===== config.mk =====
export PLATFORM = sky130hd
export DESIGN_NAME = tpu_stream_loader
export DESIGN_NICKNAME = d
export VERILOG_FILES = /design/src/rtl/tpu_stream_loader.sv
export SDC_FILE = /design/constraint.sdc
export NUM_CORES = 1
export LEC_CHECK = 0
export CORE_MARGIN = 2
export CORE_UTILIZATION = 42
export DETAILED_ROUTE_END_ITERATION = 10
export MAX_ROUTING_LAYER = met4
export PLACE_DENSITY = 0.62
export SYNTH_ARGS = -nofsm -noshare
export SYNTH_HDL_FRONTEND = slang
export SYNTH_SLANG_ARGS = --single-unit

===== constraint.sdc =====
create_clock -name clk -period 6.85 [get_ports clk]
set_input_delay 0.685 -clock clk [delete_from_list [all_inputs] [get_ports clk]]
set_output_delay 0.685 -clock clk [all_outputs]
set_load 0.005 [all_outputs]

===== src/rtl/tpu_stream_loader.sv =====
// Host-side sequencer for tt_um_tpu: collects one job from a byte stream, bursts it into the TPU,
// captures the result bytes and streams them back. Optional done watchdog: TPU_LOADER_TIMEOUT_EN.
module tpu_stream_loader #(
    parameter int N_LOAD   = 8,
    parameter int N_RESULT = 4
`ifdef TPU_LOADER_TIMEOUT_EN
    ,
    parameter int TMO_W    = 8
`endif
) (
    input  logic       clk,
    input  logic       rst_n,
    input  logic       s_valid,
    output logic       s_ready,
    input  logic [7:0] s_data,
    input  logic [1:0] s_cfg,
    output logic       m_valid,
    input  logic       m_ready,
    output logic [7:0] m_data,
    output logic       m_last,
    output logic [7:0] tpu_data,
    output logic [2:0] tpu_ctrl,
    input  logic [7:0] tpu_result,
    input  logic       tpu_done,
    output logic       busy,
    output logic       err
);

    localparam int LD_W  = (N_LOAD > 1) ? $clog2(N_LOAD) : 1;
    localparam int RES_W = (N_RESULT > 1) ? $clog2(N_RESULT) : 1;
    localparam logic [LD_W-1:0]  LD_LAST  = LD_W'(N_LOAD - 1);
    localparam logic [RES_W-1:0] RES_LAST = RES_W'(N_RESULT - 1);

    // Both streams use plain valid/ready: a byte moves on a rising edge where valid and ready are
    // both high; the sender holds data stable while valid is high and ready is low.

    typedef enum logic [2:0] {
        S_IDLE,
        S_COLLECT,
        S_BURST,
        S_WAIT,
        S_CAPTURE,
        S_DRAIN
    } state_t;

    state_t           state_q, state_d;
    logic [LD_W-1:0]  cnt_q, cnt_d;
    logic [RES_W-1:0] idx_q, idx_d;
    logic [1:0]       cfg_q, cfg_d;
    logic [7:0]       ld_buf_q [N_LOAD];
    logic [7:0]       ld_buf_d [N_LOAD];
    logic [7:0]       res_q [N_RESULT];
    logic [7:0]       res_d [N_RESULT];

    logic             s_ready_q, s_ready_d;
    logic             m_valid_q, m_valid_d;
    logic [7:0]       m_data_q, m_data_d;
    logic             m_last_q, m_last_d;
    logic [7:0]       tpu_data_q, tpu_data_d;
    logic [2:0]       tpu_ctrl_q, tpu_ctrl_d;
    logic             busy_q, busy_d;
    logic             err_q, err_d;

`ifdef TPU_LOADER_TIMEOUT_EN
    localparam logic [TMO_W-1:0] TMO_LAST = {{(TMO_W-1){1'b1}}, 1'b0};
    logic [TMO_W-1:0] tmo_q, tmo_d;
`endif

    always_comb begin
        state_d  = state_q;
        cnt_d    = cnt_q;
        idx_d    = idx_q;
        cfg_d    = cfg_q;
        ld_buf_d = ld_buf_q;
        res_d    = res_q;
        err_d    = err_q;
`ifdef TPU_LOADER_TIMEOUT_EN
        tmo_d    = '0;
`endif

        case (state_q)
            S_IDLE: begin
                if (s_valid && s_ready_q) begin
                    ld_buf_d[0] = s_data;
                    cfg_d       = s_cfg;
                    cnt_d       = LD_W'(1);
                    state_d     = S_COLLECT;
                end
            end
            S_COLLECT: begin
                if (s_valid && s_ready_q) begin
                    ld_buf_d[cnt_q] = s_data;
                    if (cnt_q == LD_LAST) begin
                        cnt_d   = '0;
                        state_d = S_BURST;
                    end else begin
                        cnt_d = cnt_q + LD_W'(1);
                    end
                end
            end
            S_BURST: begin
                if (cnt_q == LD_LAST) begin
                    cnt_d   = '0;
                    state_d = S_WAIT;
                end else begin
                    cnt_d = cnt_q + LD_W'(1);
                end
            end
            S_WAIT: begin
                // A done level already present on entry counts; no edge detection.
                if (tpu_done) begin
                    res_d[0] = tpu_result;
                    idx_d    = RES_W'(1);
                    state_d  = S_CAPTURE;
                end
`ifdef TPU_LOADER_TIMEOUT_EN
                else if (tmo_q == TMO_LAST) begin
                    err_d = 1'b1;
                    for (int i = 0; i < N_RESULT; i++) begin
                        res_d[i] = 8'hFF;
                    end
                    idx_d   = '0;
                    state_d = S_DRAIN;
                end else begin
                    tmo_d = tmo_q + TMO_W'(1);
                end
`endif
            end
            S_CAPTURE: begin
                res_d[idx_q] = tpu_result;
                if (idx_q == RES_LAST) begin
                    idx_d   = '0;
                    state_d = S_DRAIN;
                end else begin
                    idx_d = idx_q + RES_W'(1);
                end
            end
            S_DRAIN: begin
                if (m_valid_q && m_ready) begin
                    if (idx_q == RES_LAST) begin
                        idx_d   = '0;
                        state_d = S_IDLE;
                    end else begin
                        idx_d = idx_q + RES_W'(1);
                    end
                end
            end
            default: state_d = S_IDLE;
        endcase

        // Outputs are computed from the next state so they are registered yet cycle-aligned.
        s_ready_d  = (state_d == S_IDLE) || (state_d == S_COLLECT);
        busy_d     = (state_d != S_IDLE);
        tpu_data_d = '0;
        tpu_ctrl_d = '0;
        case (state_d)
            S_BURST: begin
                tpu_data_d = ld_buf_d[cnt_d];
                tpu_ctrl_d = {cfg_d, 1'b1};
            end
            S_WAIT, S_CAPTURE: tpu_ctrl_d = {cfg_d, 1'b0};
            default: ;
        endcase
        m_valid_d = (state_d == S_DRAIN);
        m_data_d  = m_valid_d ? res_d[idx_d] : 8'h00;
        m_last_d  = m_valid_d && (idx_d == RES_LAST);
    end

    always_ff @(posedge clk or negedge rst_n) begin
        if (!rst_n) begin
            state_q    <= S_IDLE;
            cnt_q      <= '0;
            idx_q      <= '0;
            cfg_q      <= '0;
            for (int i = 0; i < N_LOAD; i++) begin
                ld_buf_q[i] <= '0;
            end
            for (int i = 0; i < N_RESULT; i++) begin
                res_q[i] <= '0;
            end
            s_ready_q  <= 1'b1;
            m_valid_q  <= 1'b0;
            m_data_q   <= '0;
            m_last_q   <= 1'b0;
            tpu_data_q <= '0;
            tpu_ctrl_q <= '0;
            busy_q     <= 1'b0;
            err_q      <= 1'b0;
`ifdef TPU_LOADER_TIMEOUT_EN
            tmo_q      <= '0;
`endif
        end else begin
            state_q    <= state_d;
            cnt_q      <= cnt_d;
            idx_q      <= idx_d;
            cfg_q      <= cfg_d;
            ld_buf_q   <= ld_buf_d;
            res_q      <= res_d;
            s_ready_q  <= s_ready_d;
            m_valid_q  <= m_valid_d;
            m_data_q   <= m_data_d;
            m_last_q   <= m_last_d;
            tpu_data_q <= tpu_data_d;
            tpu_ctrl_q <= tpu_ctrl_d;
            busy_q     <= busy_d;
            err_q      <= err_d;
`ifdef TPU_LOADER_TIMEOUT_EN
            tmo_q      <= tmo_d;
`endif
        end
    end

    assign s_ready  = s_ready_q;
    assign m_valid  = m_valid_q;
    assign m_data   = m_data_q;
    assign m_last   = m_last_q;
    assign tpu_data = tpu_data_q;
    assign tpu_ctrl = tpu_ctrl_q;
    assign busy     = busy_q;
    assign err      = err_q;

endmodule


==> impl_metrics.py, run 1 <==
metrics = {
    "power_and_ir_drop": {
        "p_leak_uw": 0.00343,
        "powerDensity_nw_per_um2": 455,
        "vdd_ir_drop_max_v": 0.000214,
    },
    "finish": {
        "nets": 610,
        "final_util": 0.506,
        "final_cell_mix": "dfrtp_1 (128), nand2_1 (88), mux2_2 (74)",
        "diodes": 0,
        "regArea_um2": 3230,
        "layout_commonest_cell": "dfrtp_1",
        "drive_gt1_frac": 0.221,
        "synthToLayoutAreaGrowth_pct": 19.1,
        "fillers": 1226,
        "stdcell_area_um2": 7270,
        "multi_input_area_um2": 2640,
    },
    "synth": {
        "syn_nets": 571,
        "synth_xor_area_frac": 0,
        "yosysSeqAreaShare": 0.529,
        "muxShareOfSynthArea": 0.180,
        "synth_seq_cells": 129,
        "synth_top_family_by_area": "multiplexers",
        "yosys_warnings": 0,
        "ys.flop_type": "dfrtp_1",
        "netlist_instances": 542,
        "synth_area_um2": 6100,
        "async_flop_share": 1.00,
        "yosys.area_share.simple": 0.141,
        "synth.avg_cell_area_um2": 11.3,
        "ys_types": 57,
        "synth_edf_count": 0,
        "synth_compound_area_frac": 0.0972,
        "synth-adder-area-share": 0.0123,
    },
    "routing": {
        "drcViolationCount": 0,
        "wl_um": 13400,
        "ant_nets": 0,
        "routedWlPerCell_um": 17.3,
        "drt_first_pass_iters": 5,
        "drt_iter0_drc": 247,
        "viasPerCell": 5.44,
        "vias": 4231,
    },
    "worst_setup_path": {
        "worstSetupStartpointType": "flop",
        "crit_required_ns": 7.16,
        "rr_worst_depth": 10,
        "critPathCapture": "tpu_data[7]$_DFF_PN0_",
        "timing.rr.start": "cnt_q[1]$_DFF_PN0_",
        "r2r_slack_ns": 3.46,
        "end_kind": "flop",
        "worst-endpoint-arrival_ns": 3.70,
        "crit_start": "cnt_q[1]$_DFF_PN0_",
        "critPathMaxFanout": 31,
        "crit_type": "flop to flop",
        "reg2reg_to": "tpu_data[7]$_DFF_PN0_",
    },
    "global_route": {
        "antenna_found_initial": 0,
        "grt_pass1_wl_um": 22800,
        "grt_util_met2": 0.288,
        "grt_pass1_vias": 4385,
        "grt_use_total": 0.190,
        "grt.busiest_layer": "met2",
        "grt_max_degree": 68,
        "use_met3": 0.0485,
        "grt-ovfl-total": 0,
        "grtUsageMet1": 0.248,
    },
    "place": {
        "port_buffers": 45,
        "hpwlAfterDp_um": 8640,
        "dpl_cell_area_um2": 6680,
        "place_ws_ns": 3.29,
        "place_congestion": 0.832,
    },
    "cts": {
        "cts_sinks": 129,
        "clockRootBuffer": "clkbuf_16",
        "cts_tree": "built",
        "post_cts.repair.setup_buffers": 0,
        "htree_levels": 4,
        "clock_path_buffers": 2,
        "path_clk_slew_ns": 0.05,
        "numCtsBuffers": 17,
        "clock_insertion_delay_worst_skew_ns": 0.42,
        "cts-hold-fix-buffers": 0,
        "ctsResizeCount": 0,
    },
    "sta": {
        "tightest_slew_ns": 1.22,
        "final.setup_skew_ns": 0.00644,
        "layout_min_cycle_time_ns": 3.39,
        "fin_crit_sh": 0.495,
        "max_slew_margin": 0.189,
        "fmax_mhz": 295,
        "fin_ws_ns": 3.46,
        "fin_tns_setup_ns": 0,
        "rsz0062_at_grt": "no",
        "hold_viol_final": 0,
        "drv_slew": 0,
        "setup_violations": 0,
    },
    "die": {
        "pin_count": 47,
        "rows": 44,
        "core_area_um2": 14400,
        "dieArea_um2": 15500,
        "die_h_um": 125,
        "fp.dieW_um": 125,
        "initial_utilization": 0.425,
    },
    "run_status": {
        "status": "completed",
    },
    "job": {
        "maxCapViolations": 0,
    },
    "hold_path": {
        "hp-class": "input pin to asynchronous set/reset pin",
    },
}
==> critical path, cell delays in order (launching register included) <==
cell and delay (ns):
dfrtp_1 0.49, ha_1 0.24, ha_1 0.25, or4_4 0.50, a21oi_2 0.14, nor2_2 0.05, buf_4 0.24, inv_2 0.39
mux2_2 0.38, mux2_2 0.26, a2111oi_2 0.34
==> worst min-delay path by stage <==
stage | start | end | slack [ns] | cells after the start
3_5_place_dp | ld_buf_q[4]$_DFF_PN0_ | ld_buf_q[4]$_DFF_PN0_ | 0.46 | 2
3_3_place_gp | ld_buf_q[7]$_DFF_PN0_ | ld_buf_q[7]$_DFF_PN0_ | 0.45 | 2
6_report | rst_n | ld_buf_q[44]$_DFF_PN0_ | 0.36 | 1
4_1_cts | rst_n | ld_buf_q[36]$_DFF_PN0_ | 0.39 | 1
5_1_grt | rst_n | ld_buf_q[45]$_DFF_PN0_ | 0.43 | 1
2_1_floorplan | rst_n | busy$_DFF_PN0_ | 0.39 | 0
==> per-layer routing <==
metal,share of wire,vias to the layer above
met4,0.015,0
met5,0,-
met3,0.049,20
met1,0.45,2114
met2,0.48,109
li1,-,1988
==> final cells by class <==
class                           instances  area share
Clock buffer                           24      0.0704
Tap cell                              184      0.0317
Multi-Input combinational cell        359       0.364
Timing Repair Buffer                   50      0.0668
Sequential cell                       129       0.444
Clock inverter                          8      0.0105
Inverter                               24      0.0124
==> flip-flops by register name (all words and copies together), names as in the netlist <==
register	count
state_q	3
cnt_q	3
m_valid	1
m_data	8
ld_buf_q	64
s_ready	1
idx_q	2
m_last	1
busy	1
tpu_ctrl	3
res_q	32
tpu_data	8
cfg_q	2
==> power breakdown <==
group	switching (µW)	internal (µW)	leakage, µW
sequential	149	1040	0.00168
combinational	651	588	0.00147
clock	322	555	0.000284
total	1120	2180	0.00343
==> synthesized netlist by cell type (all sizes together), types with 4 or more instances <==
| library cell | number | share of area |
|---|---|---|
| nand3 | 6 | 0.0049 |
| nor3 | 7 | 0.0057 |
| a21oi | 20 | 0.017 |
| o211a | 9 | 0.015 |
| o32ai | 8 | 0.011 |
| o21ai | 13 | 0.011 |
| mux2 | 78 | 0.15 |
| buf | 14 | 0.015 |
| nand4 | 4 | 0.0041 |
| nand2b | 12 | 0.012 |
| ha | 6 | 0.012 |
| nand2 | 88 | 0.054 |
| or3 | 15 | 0.015 |
| nor2b | 4 | 0.0041 |
| clkbuf | 16 | 0.0098 |
| inv | 24 | 0.015 |
| a2111oi | 5 | 0.012 |
| mux2i | 21 | 0.034 |
| dfrtp | 128 | 0.52 |
| and3 | 6 | 0.0062 |
| nor2 | 22 | 0.014 |
==> logic make-up after synthesis <==
logic type | count (synthesis)
muxes | 99
AOI/OAI and AO/OA | 76
adders and majority gates | 6
DFF | 129
and+or+nand+nor | 177
buffers and inverters | 54
other | 1
==> through the flow <==
step | total power [µW] | std cells | hold WS, ns
2_1_floorplan | 2130 | 542 | 0.389
3_3_place_gp | 2390 | 746 | 0.451
3_5_place_dp | 2440 | 746 | 0.457
4_1_cts | 3330 | 778 | 0.386
5_1_grt | 3540 | 778 | 0.429
6_report | 3310 | 778 | 0.357
(Power assumes the default switching activity.)
==> run 2: changes to the inputs <==
==> constraint.sdc (replaced) <==
create_clock -name clk -period 3.2 [get_ports clk]
set_input_delay 0.32 -clock clk [delete_from_list [all_inputs] [get_ports clk]]
set_output_delay 0.32 -clock clk [all_outputs]
set_load 0.005 [all_outputs]
==> impl_metrics.py, run 2 (synthesized netlist as in run 1, its figures left out) <==
metrics = {
    "run_status": {
        "violations": "negative hold slack",
        "status": "complete, but fails checks",
    },
    "sta": {
        "drv_slew": 0,
        "hold_viol_final": 15,
        "fin_hold_ws_ns": -0.0161,
        "fmax_mhz": 345,
        "rsz0062_at_grt": "no",
        "max_slew_margin": 0.461,
        "setup_violations": 0,
        "tightest_slew_ns": 0.809,
        "final.setup_skew_ns": 0.0102,
        "fin_crit_sh": 0.907,
        "fin_tns_setup_ns": 0,
        "layout_min_cycle_time_ns": 2.90,
    },
    "worst_setup_path": {
        "crit_type": "flop to flop",
        "end_kind": "flop",
        "reg2reg_to": "tpu_data[5]$_DFF_PN0_",
        "slowest_delay_ns": 0.50,
        "rr_worst_depth": 9,
        "crit_required_ns": 3.52,
        "worst-endpoint-arrival_ns": 3.22,
        "crit_start": "cnt_q[0]$_DFF_PN0_",
        "path_buf_inv": 1,
        "worstSetupStartpointType": "flop",
        "slowest_stage": "or4_4",
        "critPathMaxFanout": 16,
        "crit_path_cell_trace": "ha_1, ha_1, or4_4, a21oi_2, nor2_2, buf_4, mux2_4, mux2_2, a2111oi_2",
        "crit_top_cell": "ha_1",
        "crit_family": "multiplexers",
        "timing.rr.start": "cnt_q[0]$_DFF_PN0_",
        "r2r_slack_ns": 0.30,
    },
    "place": {
        "dpl_cell_area_um2": 6810,
        "hpwlAfterDp_um": 8880,
        "place_congestion": 0.821,
        "port_buffers": 45,
    },
    "die": {
        "initial_utilization": 0.425,
        "core_area_um2": 14400,
        "pin_count": 47,
        "fp.dieW_um": 125,
        "dieArea_um2": 15500,
        "die_h_um": 125,
        "rows": 44,
    },
    "global_route": {
        "grt_pass1_vias": 4375,
        "antenna_found_initial": 0,
        "grt_max_degree": 70,
        "grt_pass1_wl_um": 22800,
        "grt_use_total": 0.191,
        "grt-ovfl-total": 0,
    },
    "routing": {
        "drt_iter0_drc": 256,
        "wl_met1_um": 6290,
        "viasPerCell": 5.42,
        "routedWlPerCell_um": 17.1,
        "highest_layer": "met4",
        "drcViolationCount": 0,
        "vias": 4304,
        "dr_wl_met2_um": 6490,
        "met3_length_um": 561,
        "wl_um": 13500,
        "drt_first_pass_iters": 5,
        "ant_nets": 0,
    },
    "finish": {
        "top_register": "ld_buf_q",
        "synthToLayoutAreaGrowth_pct": 21.7,
        "diodes": 0,
        "largest_register_ffs": 64,
        "final_util": 0.517,
        "layout_commonest_cell": "dfrtp_1",
        "regArea_um2": 3230,
        "nets": 626,
        "final_cell_mix": "dfrtp_1 (128), nand2_1 (88), mux2_2 (74)",
        "stdcell_area_um2": 7430,
        "top_regs": "ld_buf_q x64, res_q x32",
        "drive_gt1_frac": 0.243,
        "multi_input_area_um2": 2640,
        "fillers": 1246,
    },
    "cts": {
        "cts_tree": "built",
        "cts_sinks": 129,
        "clock_path_buffers": 2,
        "path_clk_slew_ns": 0.06,
        "clockRootBuffer": "clkbuf_16",
        "numCtsBuffers": 17,
        "htree_levels": 4,
        "ctsResizeCount": 0,
        "cts-hold-fix-buffers": 0,
        "post_cts.repair.setup_buffers": 0,
        "clock_insertion_delay_worst_skew_ns": 0.43,
    },
    "power_and_ir_drop": {
        "vdd_ir_drop_max_v": 0.000490,
        "power_uw": 7350,
        "p_leak_uw": 0.00352,
        "powerDensity_nw_per_um2": 989,
    },
    "hold_path": {
        "hp-class": "input pin to asynchronous set/reset pin",
    },
    "job": {
        "maxCapViolations": 0,
    },
}
## run 2: cell types whose count changed in the layout (fill, tap and decap cells not counted), sizes merged
cell | previous run | this run
buf | 6 | 22
clkbuf | 24 | 18
inv | 24 | 28
bufinv | 1 | 3
## run 2: worst max path at each step
stage,slack [ns],to,cells past startpoint
after floorplan,0.55,tpu_data[1]$_DFF_PN0_,9
after global placement,0.24,tpu_data[0]$_DFF_PN0_,7
after detailed placement,0.15,tpu_data[0]$_DFF_PN0_,7
after CTS,0.29,tpu_data[5]$_DFF_PN0_,10
after global routing,0.08,tpu_data[5]$_DFF_PN0_,9
final,0.30,tpu_data[5]$_DFF_PN0_,9
## run 2: through the flow
step / hold slack, ns / worst slack, ns / instances
after global placement: 0.451 / 0.245 / 762
final: -0.0161 / 0.298 / 794
after CTS: 0.0254 / 0.285 / 794
after floorplan: 0.0244 / 0.551 / 542
after global routing: 0.0574 / 0.0785 / 794
after detailed placement: 0.456 / 0.145 / 762
## run 2: routing by layer
metal,GRT usage,vias to the layer above
met4,0.0615,0
li1,-,2022
met3,0.0417,17
met1,0.253,2176
met2,0.294,89
met5,-,-
## run 2: area by class of cell
type | count | area share
flip-flops and latches | 129 | 0.435
multi-input cells | 359 | 0.356
repair buffers | 66 | 0.0832
clock buffers | 18 | 0.0591
well taps | 184 | 0.0310
clock inverters | 14 | 0.0241
inverters | 24 | 0.0121
## run 2: report_power, final
group	internal, µW	switching [µW]	leakage (µW)
sequential	2230	268	0.00168
clock	1260	756	0.000294
combinational	1370	1470	0.00155
